[src/rtl/cam_pixel_capture.sv]
`default_nettype none
// ============================================================================
// Module      : cam_pixel_capture
// Description : OV7670 RGB565 parallel-pixel capture. Each pixel arrives as
//               two bytes: byte 1 = {R4..R0, G5..G3}, byte 2 = {G2..G0,
//               B4..B0}. Each pixel is reduced to RGB332 and written into a
//               row-major frame buffer, clipped to CAM_SCREEN_X x
//               CAM_SCREEN_Y.
//
// Ports       : clk        - camera pixel clock; all logic on its rising edge
//               rst        - asynchronous reset, active low
//               vsync      - camera VSYNC, high between frames
//               href       - camera HREF, high while line bytes are valid
//               d          - camera data D7..D0
//               ram_addr   - frame-buffer write address (y*CAM_SCREEN_X + x)
//               ram_data   - RGB332 pixel {R[2:0],G[2:0],B[1:0]}
//               ram_we     - one-cycle write strobe
//               frame_done - one-cycle pulse when a frame ends
//               busy       - high while a frame is being captured
//
// Revision    : 1.0 - initial release
// ============================================================================
module cam_pixel_capture #(
    parameter int CAM_SCREEN_X = 320,
    parameter int CAM_SCREEN_Y = 240,
    parameter int AW           = 17
) (
    input  logic          clk,
    input  logic          rst,
    input  logic          vsync,
    input  logic          href,
    input  logic [7:0]    d,
    output logic [AW-1:0] ram_addr,
    output logic [7:0]    ram_data,
    output logic          ram_we,
    output logic          frame_done,
    output logic          busy
);

    // x and y must be able to hold the saturated value itself.
    localparam int c_x_w = $clog2(CAM_SCREEN_X + 1);
    localparam int c_y_w = $clog2(CAM_SCREEN_Y + 1);

    localparam logic [c_x_w-1:0] c_x_max  = c_x_w'(CAM_SCREEN_X);
    localparam logic [c_y_w-1:0] c_y_max  = c_y_w'(CAM_SCREEN_Y);
    localparam logic [AW-1:0]    c_line_w = AW'(CAM_SCREEN_X);

    localparam logic [1:0] c_st_idle    = 2'd0;
    localparam logic [1:0] c_st_vblank  = 2'd1;
    localparam logic [1:0] c_st_byte_hi = 2'd2;
    localparam logic [1:0] c_st_byte_lo = 2'd3;

    logic [1:0]       r_state;
    logic [1:0]       w_state_nxt;

    logic             r_href_q;
    logic [7:0]       r_byte_hi;
    logic [c_x_w-1:0] r_x;
    logic [c_y_w-1:0] r_y;
    logic [AW-1:0]    r_line_base;

    logic [AW-1:0]    r_ram_addr;
    logic [7:0]       r_ram_data;
    logic             r_ram_we;
    logic             r_frame_done;
    logic             r_busy;

    logic             w_in_frame;
    logic             w_href_fall;
    logic             w_frame_start;
    logic             w_frame_end;
    logic             w_line_end;
    logic             w_latch_hi;
    logic             w_pixel;
    logic             w_write;

    // ------------------------------------------------------------------
    // State register
    // ------------------------------------------------------------------
    always_ff @(posedge clk or negedge rst) begin
        if (!rst) begin
            r_state <= c_st_idle;
        end else begin
            r_state <= w_state_nxt;
        end
    end

    // r_href_q only follows href inside a frame, so an href left high across
    // the vsync falling edge cannot be mistaken for a line end.
    assign w_in_frame  = (r_state == c_st_byte_hi) || (r_state == c_st_byte_lo);
    assign w_href_fall = r_href_q && !href;

    // ------------------------------------------------------------------
    // Next-state logic
    // ------------------------------------------------------------------
    always_comb begin
        w_state_nxt = r_state;
        case (r_state)
            c_st_idle: begin
                // A full vsync high->low is needed before the first capture.
                if (vsync) begin
                    w_state_nxt = c_st_vblank;
                end
            end
            c_st_vblank: begin
                // Only reached with vsync high, so vsync low here is its fall.
                if (!vsync) begin
                    w_state_nxt = c_st_byte_hi;
                end
            end
            c_st_byte_hi: begin
                if (vsync) begin
                    w_state_nxt = c_st_vblank;
                end else if (href) begin
                    w_state_nxt = c_st_byte_lo;
                end
            end
            c_st_byte_lo: begin
                // Line end and pixel completion both return to BYTE_HI; a
                // line end simply drops the pending half pixel.
                if (vsync) begin
                    w_state_nxt = c_st_vblank;
                end else if (w_href_fall || href) begin
                    w_state_nxt = c_st_byte_hi;
                end
            end
            default: w_state_nxt = c_st_idle;
        endcase
    end

    // ------------------------------------------------------------------
    // Output / datapath control decode
    // ------------------------------------------------------------------
    always_comb begin
        w_frame_start = (r_state == c_st_vblank) && !vsync;
        w_frame_end   = w_in_frame && vsync;
        w_line_end    = w_in_frame && !vsync && w_href_fall;
        w_latch_hi    = (r_state == c_st_byte_hi) && !vsync && href;
        w_pixel       = (r_state == c_st_byte_lo) && !vsync && href;
        w_write       = w_pixel && (r_x < c_x_max) && (r_y < c_y_max);
    end

    // ------------------------------------------------------------------
    // Counters, pixel assembly and registered outputs
    // ------------------------------------------------------------------
    always_ff @(posedge clk or negedge rst) begin
        if (!rst) begin
            r_href_q     <= 1'b0;
            r_byte_hi    <= '0;
            r_x          <= '0;
            r_y          <= '0;
            r_line_base  <= '0;
            r_ram_addr   <= '0;
            r_ram_data   <= '0;
            r_ram_we     <= 1'b0;
            r_frame_done <= 1'b0;
            r_busy       <= 1'b0;
        end else begin
            r_href_q     <= w_in_frame ? href : 1'b0;
            r_ram_we     <= w_write;
            r_frame_done <= w_frame_end;

            if (w_frame_start) begin
                r_busy <= 1'b1;
            end else if (w_frame_end) begin
                r_busy <= 1'b0;
            end

            if (w_frame_start) begin
                r_x         <= '0;
                r_y         <= '0;
                r_line_base <= '0;
            end else if (w_line_end) begin
                r_x <= '0;
                // y saturates at CAM_SCREEN_Y; extra lines are dropped.
                if (r_y < c_y_max) begin
                    r_y         <= r_y + 1'b1;
                    r_line_base <= r_line_base + c_line_w;
                end
            end else if (w_pixel) begin
                if (r_x < c_x_max) begin
                    r_x <= r_x + 1'b1;
                end
            end

            if (w_latch_hi) begin
                r_byte_hi <= d;
            end

            // Address/data hold their last value while no write is issued.
            if (w_write) begin
                r_ram_addr <= r_line_base + AW'(r_x);
                r_ram_data <= {r_byte_hi[7:5], r_byte_hi[2:0], d[4:3]};
            end
        end
    end

    assign ram_addr   = r_ram_addr;
    assign ram_data   = r_ram_data;
    assign ram_we     = r_ram_we;
    assign frame_done = r_frame_done;
    assign busy       = r_busy;

endmodule
`default_nettype wire

[config.mk]
export PLATFORM = sky130hd
export DESIGN_NAME = cam_pixel_capture
export DESIGN_NICKNAME = d
export VERILOG_FILES = /design/src/rtl/cam_pixel_capture.sv
export SDC_FILE = /design/constraint.sdc
export NUM_CORES = 1
export LEC_CHECK = 0
export ABC_AREA = 1
export CORE_UTILIZATION = 35
export CTS_BUF_LIST = sky130_fd_sc_hd__clkbuf_4
export DETAILED_ROUTE_END_ITERATION = 8
export GPL_ROUTABILITY_DRIVEN = 0
export GPL_TIMING_DRIVEN = 1
export SLEW_MARGIN = 20
export SYNTH_ARGS = -nofsm -noshare
export SYNTH_HDL_FRONTEND = slang
export SYNTH_SLANG_ARGS = --single-unit
[constraint.sdc]
create_clock -name clk -period 3.3 [get_ports clk]
set_clock_uncertainty 0.05 [all_clocks]
set_input_delay 0.66 -clock clk [delete_from_list [all_inputs] [get_ports clk]]
set_output_delay 0.66 -clock clk [all_outputs]
set_load 0.03 [all_outputs]
==> results.md, run 1 <==
* Status: finished clean
* Number of global-route vias before repair at 2675
* Internal Power at 1.51 mW
* I/O pin total at 40
* Initial antenna violation count at 0
* CTS resizes at 0
* Synth area leaders: dfrtp_1, nand2_1, inv_1
* P&R area growth vs syn at 19.8%
* Static leakage at 1.94 nW
* CP Max Fanout at 2
* Worst path arrival time at 1.48 ns
* Die X at slightly below 100 µm
* Yosys top cell area share at 49.8%
* Placed cells at 552
* Port bufs at 39
* Routed wire length at about 6.7 mm
* Post-CTS setup buffer count at 0
* CP delay by family, top: buffers and inverters
* Net Sw Power at 0.809 mW
* Root Driver: clkbuf_4
* Initial Utilization at 36.8%
* YS warnings at 0
* Hold Vio Cnt, Final at 0
* Seq/Total Area, Yosys at ~50%
* Hold WC Path Type: input port to asynchronous set/reset pin
* DRC errors left at 0
* Sum Neg Setup Slack at 0 ns
* Die area at 9730 µm²
* CP peak stage delay at roughly 0.67 ns
* Total gr overflow at 0
* Gr usage total at between 10% and 20%
* CTS Buf Count at 9
* Clock sinks at 65
* Drt pass-1 iters at 4
* Synth cell count leaders: nand2_1, dfrtp_1, inv_1, nor2_1, nand3_1
* Final nets at 473
* Largest net degree at the start of global routing at between 40 and 50
* Comb pwr share at 28.0%
* Hold_buf cts at 0
* Syn nets at 432
* Kind of critical path: flip-flop to output port
* Unrepaired setup endpoints after global routing: false
* Core ar. at between 8000 and 9000 µm²
* Layout cells sized above 1 at under 10%
* Power Dens Cells at between 500 and 600 nW/µm²
* Dpl hpwl at 4.83 mm
* FFs w/ async S/R, synth at 100%
* Clock Power Share at 27.1%
* Slew margin rel. at approximately 58%
* Critical-path cell list: clkdlybuf4s50_1
* Slew Viols, Final at 0
* Global-route wire length before repair at 12.0 mm
* Initial DRC count at between 100 and 150
* Row count at 34
* Netlist area before placement at 3270 µm²
* CTS tree: built
* FF-to-FF Start: r_x[6]
* Layout Cells excl Fill at 568
* Via count at around 2700
* Post-synth cell types at 34
* Final period demand of the worst path at about 2.2 ns
* Critical path startpoint category: flip-flop
* Die Ht at between 90 and 100 µm
* Avg Cell Area, Syn at 7.89 µm²
* Most frequent cell after synthesis: nand2_1
* Max Cap Viol at 0
* Fin crit share at around 66%
* Main synth FF type: dfrtp_1
* Endpoints failing setup at 0
* Worst-Skew Late Latency at ~0.42 ns
* Reg clk slew, reported paths at 0.13 ns
* Switching fraction of total power at 34.8%
* DR vias/cell at 4.82
* Largest area contributor in the netlist: dfrtp_1
* Max Freq at 0.457 GHz
* Maximum VDD drop at 0.219 mV
* N_diodes at 0
* Mapped Cells at 414
* Drt wl/cell at 11.7 µm
* EDFF count, synth at 0
* Worst slew pin tran at 0.634 ns
* Sequential share of power at between 40% and 50%
* Antenna-violating nets left at 0
* Critical Path Slowest Stage Cell: clkdlybuf4s50_1
* FF+latch count, synth at 65
* H-Tree Depth at 3
* Worst setup startpoint: ram_data[7]
* Worst setup EP type: output port
* Data required time of the critical path at about 2.6 ns
* Crit path buffers/inverters at 1
* Clock buffer depth at 2
==> sequential cells by signal, summed over array words and instances, names as in the netlist <==
name         flops
r_state          2
ram_addr        17
r_y              8
r_byte_hi        6
ram_data         8
busy             1
r_x              9
r_href_q         1
frame_done       1
ram_we           1
r_line_base     11
==> per-stage QoR <==
stage / hold slack (ns) / power, mW / setup WS [ns] / cell area (µm²) / util (%)
after CTS: 0.201 / 2.35 / 1.07 / 3910 / 44.0
after detailed placement: 0.408 / 1.71 / 0.674 / 3740 / 42.1
after global routing: 0.214 / 2.46 / 0.947 / 3910 / 44.0
final: 0.199 / 2.32 / 1.11 / 3910 / 44.0
after global placement: 0.402 / 1.70 / 0.712 / 3740 / 42.1
after floorplan: 0.314 / 1.44 / 1.68 / 3270 / -
==> logic make-up (layout without fill, tap and decap cells) <==
logic type,after synthesis,count (layout),synth area share [%]
simple gates,226,226,30.6
xor+xnor,4,4,1.07
fa+ha+maj,6,6,2.30
mux,1,1,0.345
flops,65,65,49.8
buf+inv,63,109,8.04
compound gates,49,49,7.89
==> layout by cell type (no fill, tap or decap) <==
master,count
o211ai_1,1
inv_1,50
buf_2,1
nor2_2,2
nand2_4,1
buf_12,1
nand2_1,113
o21ai_0,17
o21a_1,1
nand4_1,11
nand3b_1,1
clkdlybuf4s50_1,38
clkbuf_4,9
a21o_1,1
xnor2_1,2
nor2_1,46
ha_1,6
or2_2,1
dfrtp_1,65
mux2_2,1
nor2_4,4
nor3_1,3
nand2_2,6
inv_6,2
clkinvlp_4,2
clkinv_4,1
a21oi_1,17
xor2_1,2
inv_2,3
o21ai_1,10
a22o_1,1
nand3_1,35
a31oi_1,1
nor4_1,1
bufinv_16,2
nand3_2,1
nor3b_1,1
==> layout make-up <==
class / count / area (µm²)
Sequential cell: 65 / 1630
Fill cell: 900 / 4980
Inverter: 53 / 199
Timing Repair Buffer: 40 / 405
Multi-Input combinational cell: 286 / 1380
Clock buffer: 9 / 67.6
Clock inverter: 7 / 101
Tap cell: 108 / 135
==> final timing paths <==
| path | to | slack (ns) | cells past startpoint |
|---|---|---|---|
| max in group asynchronous | ram_addr[11] | 2.37 | 2 |
| setup / recovery | ram_data[7] | 1.11 | 1 |
| hold / removal | r_x[4] | 0.20 | 1 |
| setup reg to reg | ram_addr[0] | 1.49 | 6 |
| hold reg to reg | ram_data[2] | 0.43 | 2 |
| min in group clk | ram_data[2] | 0.43 | 2 |
==> power groups by stage <==
stage / logic [mW] / registers, mW / clock network, mW
5_1_grt: 0.709 / 1.06 / 0.686
3_3_place_gp: 0.644 / 1.06 / 0
6_report: 0.649 / 1.04 / 0.629
3_5_place_dp: 0.655 / 1.06 / 0
2_1_floorplan: 0.229 / 1.21 / 0
4_1_cts: 0.656 / 1.04 / 0.653
==> routing by layer <==
layer  wire, µm  global-route usage, %  vias to the layer above
met4         59                   4.02                        0
met2       2950                   24.5                       64
met3        336                   4.96                        6
met5          0                      0                        -
li1           -                      -                     1401
met1       3320                   20.1                     1268
(Power assumes the default switching activity.)
==> run 2: changes to the inputs <==
==> constraint.sdc (replaced) <==
create_clock -name clk -period 1.78 [get_ports clk]
set_clock_uncertainty 0.05 [all_clocks]
set_input_delay 0.356 -clock clk [delete_from_list [all_inputs] [get_ports clk]]
set_output_delay 0.356 -clock clk [all_outputs]
set_load 0.03 [all_outputs]
==> run 2 against run 1 <==
  * Sequential power grew 85%
  * Critical path type unchanged
  * Sequential share of layout area down 1.5 points
  * Register-to-register slack worse by 1.3 ns
  * Global-route usage grew 0.65 points
  * First-iteration DRC count is 5.4% lower
  * Die area is the same
  * Highest routed layer unchanged
  * Final area is 3.8% higher
  * Clock power up 37%
  * Core utilization rose by 1.7 points
  * Flip-flop and latch count did not move
==> results.md, run 2 (synthesized netlist as in run 1, its figures left out) <==
* Status: finished clean
* CP peak stage delay at just over 0.4 ns
* Hold WC Path Type: input port to asynchronous set/reset pin
* CP delay by family, top: buffers and inverters
* Layout cells sized above 1 at a little over an eighth
* Unrepaired setup endpoints after global routing: false
* Worst setup margin at ~0.14 ns
* Post-place setup slack at -0.139 ns
* Antenna-violating nets left at 0
* N_diodes at 0
* Total gr overflow at 0
* Final core occ at 45.7%
* Worst-Skew Late Latency at 0.42 ns
* Core ar. at 8890 µm²
* Fin area at 4060 µm²
* DRC errors left at 0
* CP Max Fanout at 2
* Drt pass-1 iters at 5
* Slew Viols, Final at 0
* Crit path buffers/inverters at 1
* Final period demand of the worst path at 1.64 ns
* Die X at 98.6 µm
* Placed cells at 577
* DR vias/cell at 4.75
* Met3 usage in global routing at 4.68%
* Max Freq at 0.610 GHz
* I/O pin total at 40
* Met1 GRT Util at 20.1%
* Global-route wire length before repair at between 10 and 15 mm
* Final nets at 499
* Largest register FFs at 17
* Critical-path cell list: dlygate4sd2_1
* Power Dens Cells at between 900 and 1000 nW/µm²
* Initial antenna violation count at 0
* Hold Vio Cnt, Final at 0
* Worst R2R Path Depth at 10
* Placed Area at 3960 µm²
* Root Driver: clkbuf_4
* Clock buffer depth at 2
* H-Tree Depth at 3
* Filler instances at 900
* Layer with the highest usage: met2
* Initial DRC count at 139
* Final hold slack at 0.406 ns
* Maximum VDD drop at 0.460 mV
* Drt wl/cell at 11.6 µm
* Layout Cells excl Fill at 594
* Commonest non-fill, non-tap cells in the layout: nand2_1, dfrtp_1, inv_1
* Die area at 9730 µm²
* Dpl hpwl at 4.95 mm
* Reg clk slew, reported paths at 0.13 ns
* Die Ht at 98.6 µm
* Worst slew pin tran at 0.452 ns
* Crit. path cell count at 1
* Max Cap Viol at 0
* Data required time of the critical path at 1.37 ns
* Met2 usage at 26.4%
* Critical path startpoint category: flip-flop
* Post-CTS setup buffer count at 0
* Endpoints failing setup at 0
* Number of global-route vias before repair at around 2800
* Static leakage at 2.13 nW
* Largest net degree at the start of global routing at 66
* Port bufs at 39
* Slew margin rel. at 69.6%
* Worst path arrival time at 1.23 ns
* Via count at approximately 2800
* Worst setup EP type: output port
* Critical Path Slowest Stage Cell: dlygate4sd2_1
* CTS Buf Count at 9
* Gr usage total at 16.0%
* P&R area growth vs syn at 24.3%
* Clock sinks at 65
* CTS tree: built
* Routed wire length at about 7 mm
* Initial Utilization at a little under two fifths
* Row count at 34
* Kind of critical path: flip-flop to output port
* Fin crit share at 92.2%
* Most common cell after layout, fill and taps aside: nand2_1
run 2: per-stage QoR:
step	power, mW	TNS [ns]
6_report	3.94	0
5_1_grt	4.20	0
4_1_cts	3.99	0
3_5_place_dp	3.24	-3.23
3_3_place_gp	3.22	-1.63
2_1_floorplan	2.68	0
run 2: cell type report:
class / instances / area (µm²) / area share, %
Sequential cell: 65 / 1630 / 40.1
Multi-Input combinational cell: 286 / 1390 / 34.3
Timing Repair Buffer: 66 / 593 / 14.6
Inverter: 53 / 199 / 4.90
Tap cell: 108 / 135 / 3.33
Clock buffer: 9 / 67.6 / 1.66
Clock inverter: 7 / 47.5 / 1.17
run 2: metal layers:
metal  routed length (µm)  part of all wire (%)  up-vias
li1                     -                     -     1458
met1                 3390                    49     1297
met2                 3120                    45       61
met3                  328                   4.7        4
met4                   71                   1.0        0
met5                    0                     0        -
run 2: where the power goes:
group / switching [mW] / internal [mW] / leakage (nW)
Combinational: 0.748 / 0.412 / 1.23
Sequential: 0.172 / 1.75 / 0.853
Clock: 0.579 / 0.279 / 0.0500
run 2: worst paths after layout:
kind | startpoint | to | slack [ns]
min reg2reg | ram_data[0] | ram_data[0] | 0.43
max | ram_addr[9] | ram_addr[9] | 0.14
max reg2reg | r_x[6] | ram_addr[11] | 0.19
min | rst | ram_data[7] | 0.41
min in group clk | d[3] | ram_data[0] | 0.41
max in group asynchronous | rst | r_line_base[6] | 0.97
run 2: repair_timing:
item / 4_1_cts / 5_1_grt
gates resized for setup: 28 / 2
pin swaps: 0 / 0
setup endpoints to repair: 28 / 2
hold buffers: 1 / 0
endpoints found under the hold margin: 65 / 0
==> run 3: changes to the inputs <==
--- a/config.mk
+++ b/config.mk
@@ -11,6 +11,7 @@
 export DETAILED_ROUTE_END_ITERATION = 8
 export GPL_ROUTABILITY_DRIVEN = 0
 export GPL_TIMING_DRIVEN = 1
+export REMOVE_ABC_BUFFERS = 1
 export SLEW_MARGIN = 20
 export SYNTH_ARGS = -nofsm -noshare
 export SYNTH_HDL_FRONTEND = slang
==> run 3 against run 2 <==
  * Combinational power about the same
  * Hold slack improved by 0.0098 ns
  * Power up 4.9%
  * Cell count shrank 0.67%
  * Non-clock buffer count down 4
  * Register-to-register slack worse by 0.04 ns
  * Sequential share of layout area decreased by 0.25 points
  * Critical endpoint is now ram_addr[12]
  * Flip-flop and latch count is the same
  * Via count fell by 0.46%
  * Final area up 0.62%
  * Core utilization up 0.28 points
==> results.md, run 3 (synthesized netlist as in run 1, its figures left out) <==
* Status: finished clean
* Static leakage at approximately 2.2 nW
* Dpl hpwl at 4.98 mm
* H-Tree Depth at 3
* CTS Buf Count at 9
* Largest net degree at the start of global routing at 66
* Critical path startpoint category: flip-flop
* Post-place setup slack at -0.0952 ns
* Core ar. at 8890 µm²
* Row count at 34
* Antenna-violating nets left at 0
* Most common cell after layout, fill and taps aside: nand2_1
* Max Freq at 0.613 GHz
* Fin crit share at between 90% and 100%
* Drt wl/cell at roughly 12 µm
* Critical-path cell list: ha_1 > nand2_1 > nand2_1 > nand2_1 > nand2_1 > or2_2 > nand3_1 > nand2_1
* Slew margin rel. at 71.9%
* Number of global-route vias before repair at ~2600
* Reg clk slew, reported paths at 0.12 ns
* Die area at 9730 µm²
* Maximum VDD drop at 0.499 mV
* Most used cell, CP: nand2_1
* Clock buffer depth at 2
* P&R area growth vs syn at 25.0%
* Sum Neg Setup Slack at 0 ns
* CTS tree: built
* Final period demand of the worst path at around 1.6 ns
* Initial Utilization at 36.8%
* DRC errors left at 0
* Slew Viols, Final at 0
* Largest register FFs at 17
* CP Max Fanout at 5
* Max Cap Viol at 0
* Worst slew pin tran at roughly 0.42 ns
* Global-route wire length before repair at about 12 mm
* Placed Area at 3950 µm²
* Post-CTS setup buffer count at 0
* Root Driver: clkbuf_4
* Drt pass-1 iters at 4
* Port bufs at 39
* I/O pin total at 40
* Layout cells sized above 1 at around an eighth
* Endpoints failing setup at 0
* Layout Cells excl Fill at 590
* CP peak stage delay at 0.47 ns
* Routed wire length at 6.98 mm
* Total gr overflow at 0
* Initial DRC count at 168
* Fin area at between 4000 and 5000 µm²
* Kind of critical path: flip-flop to flip-flop
* Initial antenna violation count at 0
* Clock sinks at 65
* Worst setup margin at about 0.15 ns
* Hold Vio Cnt, Final at 0
* Critical Path Slowest Stage Cell: dfrtp_1
* Power Dens Cells at 1010 nW/µm²
* Data required time of the critical path at 2.06 ns
* Gr usage total at roughly 16%
* Commonest non-fill, non-tap cells in the layout: nand2_1, dfrtp_1, inv_1
* Worst setup EP type: flip-flop
* N_diodes at 0
* Final nets at ~500
* Die X at a little under 100 µm
* DR vias/cell at between 4 and 5
* Die Ht at 98.6 µm
* Hold WC Path Type: input port to asynchronous set/reset pin
* Crit path buffers/inverters at 0
* CP delay by family, top: simple AND/OR/NAND/NOR gates
* Via count at 2807
* Worst-Skew Late Latency at between 0.4 and 0.5 ns
* Worst path arrival time at about 1.9 ns
* Unrepaired setup endpoints after global routing: false
* Placed cells at 573
-- run 3: cell count changes in the layout (fill, tap and decap cells not counted), moves of 2 or more --
cell,change
inv_6,+2
clkinvlp_4,-4
buf_4,-6
clkinv_4,+2
buf_12,+2
-- run 3: cell type report --
| type | count | area, µm² |
|---|---|---|
| Clock inverter | 7 | 77.6 |
| Multi-Input combinational cell | 286 | 1390 |
| Inverter | 53 | 199 |
| Tap cell | 108 | 135 |
| Sequential cell | 65 | 1630 |
| Fill cell | 862 | 4800 |
| Clock buffer | 9 | 67.6 |
| Timing Repair Buffer | 62 | 588 |
-- run 3: layer usage --
| metal | vias up | wire [µm] | GRT usage (%) |
|---|---|---|---|
| met4 | 0 | 56 | 5.74 |
| li1 | 1444 | - | - |
| met2 | 62 | 3070 | 24.5 |
| met1 | 1296 | 3530 | 20.9 |
| met3 | 5 | 315 | 4.11 |
| met5 | - | 0 | 0 |
-- run 3: worst paths after layout --
path,startpoint,to,slack (ns),cells after the start
min in group clk,ram_data[2],ram_data[2],0.43,2
min reg2reg,ram_data[2],ram_data[2],0.43,2
max in group asynchronous,rst,r_x[6],0.97,3
min,rst,r_x[0],0.42,3
max reg2reg,r_line_base[6],ram_addr[12],0.15,8
max,r_line_base[6],ram_addr[12],0.15,8
-- run 3: report_power, final --
group	total [mW]	internal [mW]	switching, mW	leakage (nW)
registers	1.92	1.75	0.170	0.853
clock network	1.04	0.439	0.605	0.0769
logic	1.17	0.416	0.754	1.22
-- run 3: worst register-to-register path, stage by stage, from the launching register on --
cell	delay, ns
dfrtp_1	0.47
ha_1	0.26
nand2_1	0.08
nand2_1	0.11
nand2_1	0.09
nand2_1	0.08
or2_2	0.28
nand3_1	0.08
nand2_1	0.05
-- run 3: what timing repair did --
action	in CTS	in global routing
endpoints found under the hold margin	65	0
hold buffers	1	0
resized for setup	28	2
endpoints found under the setup margin	28	2
-- run 3: stage by stage --
step	util [%]	hold WS, ns	power [mW]
2_1_floorplan	-	0.0104	2.66
3_3_place_gp	44.5	0.352	3.22
3_5_place_dp	44.5	0.355	3.25
4_1_cts	45.8	0.395	4.19
5_1_grt	46.0	0.417	4.39
6_report	46.0	0.415	4.13
